[src/rtl/clk_ctrl_pkg.sv]
// Shared types and constants for the BUFGMUX clock-select sequencer.
package clk_ctrl_pkg;

    typedef enum logic [2:0] {
        IDLE,
        DEBOUNCE,
        QUIESCE,
        SW0,
        SETTLE0,
        SW1,
        SETTLE1,
        RESUME
    } state_t;

    // Meaning of each S pin value
    localparam logic SEL_DIV2 = 1'b0;
    localparam logic SEL_CLK0 = 1'b1;
    localparam logic SEL_MUX0 = 1'b0;
    localparam logic SEL_CNT0 = 1'b1;

    localparam int SWITCH_COUNT_W = 8;

    function automatic int max_int(input int a, input int b);
        return (a > b) ? a : b;
    endfunction

endpackage

[src/rtl/sw_sync.sv]
// Two-bit multi-flop synchroniser for the asynchronous switch request.
module sw_sync #(
    parameter int         SYNC_STAGES = 2,
    parameter logic [1:0] RESET_VAL   = 2'b01
) (
    input  logic       clk0,
    input  logic       rst_n,
    input  logic [1:0] i_sw,
    output logic [1:0] o_sw_s
);

    logic [SYNC_STAGES-1:0][1:0] r_stages;

    // Resetting to the reset select keeps the FSM from seeing a phantom request
    always_ff @(posedge clk0 or negedge rst_n) begin
        if (!rst_n) begin
            r_stages <= {SYNC_STAGES{RESET_VAL}};
        end else begin
            r_stages <= {r_stages[SYNC_STAGES-2:0], i_sw};
        end
    end

    assign o_sw_s = r_stages[SYNC_STAGES-1];

endmodule

[src/rtl/clk_sel_sequencer.sv]
// Debounces switch requests and walks the two BUFGMUX selects over, mux0 first,
// with downstream counters held off around each change.
module clk_sel_sequencer
    import clk_ctrl_pkg::*;
#(
    parameter int         SYNC_STAGES     = 2,
    parameter int         DEBOUNCE_CYCLES = 50000,
    parameter int         SETTLE_CYCLES   = 16,
    parameter logic [1:0] RESET_SEL       = 2'b01
) (
    input  logic                      clk0,
    input  logic                      rst_n,
    input  logic                      locked_i,
    input  logic [1:0]                sw_in_i,
    output logic                      sel_mux0_o,
    output logic                      sel_mux1_o,
    output logic                      cnt_en_o,
    output logic                      busy_o,
    output logic                      done_o,
    output logic [SWITCH_COUNT_W-1:0] switch_count_o
);

    localparam int WAIT_W = $clog2(max_int(DEBOUNCE_CYCLES, SETTLE_CYCLES) + 1);
    localparam logic [WAIT_W-1:0] DEB_LAST = WAIT_W'(DEBOUNCE_CYCLES - 1);
    localparam logic [WAIT_W-1:0] SET_LAST = WAIT_W'(SETTLE_CYCLES - 1);

    state_t                    r_state;
    logic [1:0]                r_cand;
    logic [WAIT_W-1:0]         r_wait;
    logic                      r_sel0;
    logic                      r_sel1;
    logic                      r_cnt_en;
    logic                      r_done;
    logic [SWITCH_COUNT_W-1:0] r_count;
    logic [1:0]                w_sw_s;
    logic [1:0]                w_cur_sel;

    sw_sync #(
        .SYNC_STAGES(SYNC_STAGES),
        .RESET_VAL  (RESET_SEL)
    ) u_sw_sync (
        .clk0  (clk0),
        .rst_n (rst_n),
        .i_sw  (sw_in_i),
        .o_sw_s(w_sw_s)
    );

    assign w_cur_sel = {r_sel1, r_sel0};

    always_ff @(posedge clk0 or negedge rst_n) begin
        if (!rst_n) begin
            r_state  <= IDLE;
            r_cand   <= RESET_SEL;
            r_wait   <= '0;
            r_sel0   <= RESET_SEL[0];
            r_sel1   <= RESET_SEL[1];
            r_cnt_en <= 1'b1;
            r_done   <= 1'b0;
            r_count  <= '0;
        end else begin
            r_done <= 1'b0;
            case (r_state)
                IDLE: begin
                    if (w_sw_s != w_cur_sel && locked_i) begin
                        r_state <= DEBOUNCE;
                        r_cand  <= w_sw_s;
                        r_wait  <= '0;
                    end
                end
                // Lock loss beats everything; a changing input restarts the count
                DEBOUNCE: begin
                    if (!locked_i) begin
                        r_state <= IDLE;
                    end else if (w_sw_s != r_cand) begin
                        r_cand <= w_sw_s;
                        r_wait <= '0;
                    end else if (w_sw_s == w_cur_sel) begin
                        r_state <= IDLE;
                    end else if (r_wait == DEB_LAST) begin
                        r_state  <= QUIESCE;
                        r_wait   <= '0;
                        r_cnt_en <= 1'b0;
                    end else begin
                        r_wait <= r_wait + WAIT_W'(1);
                    end
                end
                QUIESCE: begin
                    if (r_wait == SET_LAST) begin
                        r_wait  <= '0;
                        r_state <= (r_cand[0] != r_sel0) ? SW0 : SW1;
                    end else begin
                        r_wait <= r_wait + WAIT_W'(1);
                    end
                end
                SW0: begin
                    r_sel0  <= r_cand[0];
                    r_wait  <= '0;
                    r_state <= SETTLE0;
                end
                SETTLE0: begin
                    if (r_wait == SET_LAST) begin
                        r_wait <= '0;
                        if (r_cand[1] != r_sel1) begin
                            r_state <= SW1;
                        end else begin
                            r_state  <= RESUME;
                            r_cnt_en <= 1'b1;
                            r_done   <= 1'b1;
                            r_count  <= r_count + SWITCH_COUNT_W'(1);
                        end
                    end else begin
                        r_wait <= r_wait + WAIT_W'(1);
                    end
                end
                SW1: begin
                    r_sel1  <= r_cand[1];
                    r_wait  <= '0;
                    r_state <= SETTLE1;
                end
                SETTLE1: begin
                    if (r_wait == SET_LAST) begin
                        r_wait   <= '0;
                        r_state  <= RESUME;
                        r_cnt_en <= 1'b1;
                        r_done   <= 1'b1;
                        r_count  <= r_count + SWITCH_COUNT_W'(1);
                    end else begin
                        r_wait <= r_wait + WAIT_W'(1);
                    end
                end
                RESUME: begin
                    r_state <= IDLE;
                end
                default: begin
                    r_state <= IDLE;
                end
            endcase
        end
    end

    assign sel_mux0_o     = r_sel0;
    assign sel_mux1_o     = r_sel1;
    assign cnt_en_o       = r_cnt_en;
    assign done_o         = r_done;
    assign switch_count_o = r_count;
    assign busy_o         = (r_state != IDLE);

endmodule

[config.mk]
export PLATFORM = sky130hd
export DESIGN_NAME = clk_sel_sequencer
export DESIGN_NICKNAME = d
export VERILOG_FILES = /design/src/rtl/clk_ctrl_pkg.sv /design/src/rtl/sw_sync.sv /design/src/rtl/clk_sel_sequencer.sv
export SDC_FILE = /design/constraint.sdc
export NUM_CORES = 1
export LEC_CHECK = 0
export CAP_MARGIN = 10
export CORE_MARGIN = 3
export CORE_UTILIZATION = 50
export CTS_BUF_LIST = sky130_fd_sc_hd__clkbuf_2 sky130_fd_sc_hd__clkbuf_4 sky130_fd_sc_hd__clkbuf_8
export DETAILED_ROUTE_END_ITERATION = 6
export PLACE_DENSITY = 0.71
export SLEW_MARGIN = 20
export SYNTH_ARGS = -nofsm -noshare
export SYNTH_HDL_FRONTEND = slang
export SYNTH_SLANG_ARGS = --single-unit
[constraint.sdc]
create_clock -name clk0 -period 4.15 [get_ports clk0]
set_clock_uncertainty 0.05 [all_clocks]
set_input_delay 0.83 -clock clk0 [delete_from_list [all_inputs] [get_ports clk0]]
set_output_delay 0.83 -clock clk0 [all_outputs]
set_load 0.005 [all_outputs]
==> impl_metrics.json <==
{
  "p_comb_share_pct": 37.3,
  "relSlewSlack_pct": 47.0,
  "synth_most_common_cell": "dfrtp_1",
  "maxCapViolations": 0,
  "grt_pass1_wl_um": 6960,
  "power.switching_mw": 0.473,
  "r2r_start": "r_wait[0]",
  "start_kind": "flip-flop",
  "drv_slew": 0,
  "die_w_um": 69.6,
  "finalNetCount": 227,
  "syn-num-nets": 207,
  "ioPinCount": 18,
  "netlist_instances": 200,
  "cts_setup_buffers": 0,
  "cp_max_fo": 13,
  "fmax_mhz": 383,
  "cp.buffers_inverters": 1,
  "synth_area_mm2": 0.00202,
  "async_reset_ff_share_pct": 100,
  "worstPathCellList": "or3_1, clkdlybuf4s50_1",
  "hpwl_um": 3010,
  "ys_warn_count": 0,
  "coreArea_mm2": 0.00377,
  "p_per_area_mw_per_mm2": 529,
  "synth_ff_type": "dfrtp_1",
  "antenna_found_initial": 0,
  "synth.distinct_cells": 49,
  "hold_start": "u_sw_sync.r_stages[0]",
  "viasPerCell": 5.73,
  "pwr-share-clk_pct": 22.2,
  "rsz0062_at_grt": "no",
  "hold_violations": 0,
  "fin_area_mm2": 0.00232,
  "setup_violations": 0,
  "leakage_nw": 0.940,
  "grt_use_total_pct": 18.2,
  "slowest_delay_ns": 0.52,
  "outcome": "completed",
  "grt_pass1_vias": 1469,
  "finish.utilization_pct": 61.6,
  "synth_seq_area_share_pct": 46.1,
  "areaGrowthSynthToFinish_pct": 14.9,
  "tns_ns": 0,
  "synth_common_cells": "dfrtp_1, nand2_1, nor2_1, xnor2_1, nand3_1",
  "die_h_um": 69.6,
  "yosysTopAreaCellShare_pct": 39.6,
  "clockBufferDepth": 2,
  "synth_edf_count": 0,
  "layout-drive-gt1-share_pct": 15.4,
  "drcViolationCount": 0,
  "finalWeightedCongestion": 0.856,
  "cts_sinks": 37,
  "period_minus_slack_ns": 2.61,
  "p_int_mw": 0.755,
  "cts_hold_buf": 0,
  "finalCritPeriodShare_pct": 62.8,
  "clk_pin_slew_worst_paths_ns": 0.07,
  "grt_max_degree": 38,
  "drt_first_pass_iters": 4,
  "tritoncts": "built",
  "grt_overflow": 0,
  "seq_power_share_pct": 40.5,
  "synth_xor_area_share_pct": 9.10,
  "htree_levels": 2,
  "crit_family": "flip-flops",
  "cp.required_ns": 3.27,
  "antenna_cells": 0,
  "cts_resized": 0,
  "crit_type": "reg2out",
  "hp-class": "reg2reg",
  "wl_per_cell_um": 14.9,
  "synth.avg_cell_area_um2": 10.1,
  "insertion_delay_ns": 0.29,
  "synth-seq-cells": 37,
  "placed_area_mm2": 0.00222,
  "worstMarginPinSlew_ns": 0.794,
  "peakVddDrop_mv": 0.333,
  "yosys.area.top_type": "dfrtp_1",
  "crit_start": "r_state[0]",
  "hold_slack_ns": 0.307,
  "synth_top_family_by_area": "simple AND/OR/NAND/NOR gates",
  "cts_buffers": 5,
  "worst_setup_path_end_kind": "primary output",
  "cts.root.buffer_cell": "clkbuf_8",
  "cp.arrival_ns": 1.73,
  "totalWireLength_um": 4000,
  "switching_share_pct": 38.5,
  "num_vias": 1541,
  "initial_core_util_pct": 53.6,
  "num_rows": 22,
  "synth.area.mux_share_pct": 2.78,
  "slowest_stage": "dfrtp_1",
  "dr.first_iter.drc_count": 96,
  "synthSimpleGateAreaFrac_pct": 25.1,
  "synthTopCellsByArea": "dfrtp_1, dfstp_2, xnor2_1",
  "ant_nets": 0,
  "synth_fa_ha_area_share_pct": 1.24,
  "die_area_mm2": 0.00484,
  "synth_compound_area_share_pct": 13.7,
  "finalPower_mw": 1.23,
  "io_buffers": 17
}
cell usage in the layout, fill, tap and decap left out, types with 3 or more instances in the layout:
cell type / synthesis / layout
nor2b_1: 3 / 3
nand4_1: 8 / 8
clkdlybuf4s50_1: 0 / 16
nand2_1: 19 / 19
a21oi_1: 3 / 3
dfstp_2: 5 / 5
xnor2_1: 14 / 14
and2_1: 4 / 4
xor2_1: 7 / 7
nor2_1: 18 / 18
clkbuf_8: 0 / 7
o21ai_0: 6 / 6
and3_1: 4 / 4
nor3_1: 4 / 4
o21ai_1: 8 / 8
nand3_1: 12 / 12
inv_1: 4 / 4
o21a_1: 3 / 3
mux2_2: 4 / 4
dfrtp_1: 32 / 32
power by group through the flow:
stage          registers, mW  clock network [mW]  logic [mW]
6_report               0.498               0.273       0.458
5_1_grt                0.510               0.298       0.504
4_1_cts                0.496               0.284       0.460
3_5_place_dp           0.503                   0       0.458
3_3_place_gp           0.499                   0       0.442
2_1_floorplan          0.463                   0       0.390
registers in the layout, summed over array words and instances, names as in the netlist:
name	cells
cnt_en_o	1
done_o	1
r_cand	2
r_state	3
r_wait	16
sel_mux0_o	1
sel_mux1_o	1
switch_count_o	8
u_sw_sync.o_sw_s	2
u_sw_sync.r_stages	2
path summary, 6_finish.rpt:
kind,slack (ns),cells after the start,end
worst max-delay path,1.54,2,busy_o
worst min-delay path,0.31,0,u_sw_sync.o_sw_s[0]
worst max register to register,1.95,7,r_wait[5]
worst min register to register,0.31,0,u_sw_sync.o_sw_s[0]
max in group asynchronous,2.98,1,r_wait[4]
min in group asynchronous,0.57,1,done_o
layer usage:
| metal | vias to the layer above | track usage [%] | share of wire (%) |
|---|---|---|---|
| met5 | - | 0 | 0 |
| met4 | 0 | 8.68 | 1.8 |
| met3 | 11 | 5.36 | 5.1 |
| met2 | 38 | 25.7 | 46 |
| met1 | 735 | 25.4 | 47 |
| li1 | 757 | - | - |
stage by stage:
step,cells,setup slack (ns)
2_1_floorplan,200,2.28
3_3_place_gp,261,1.66
3_5_place_dp,261,1.57
4_1_cts,269,1.54
5_1_grt,269,1.47
6_report,269,1.54
cell families (layout without fill, tap and decap cells):
group,after synthesis,after routing
and+or+nand+nor,90,90
muxes,5,5
AOI/OAI and AO/OA,37,37
DFF,37,37
adders and majority gates,2,2
buffers and inverters,8,29
xor gates and xnor gates,21,21
final cells by class:
type                       count  area (um^2)
clock buffer                   7         96.3
timing repair buffer          17          165
sequential                    37          932
fill                         302         1450
tap                           48         60.1
inverter                       4         15.0
multi-input combinational    155         1050
clock inverter                 1         5.00
No activity file was read; power rests on OpenSTA's default activity.
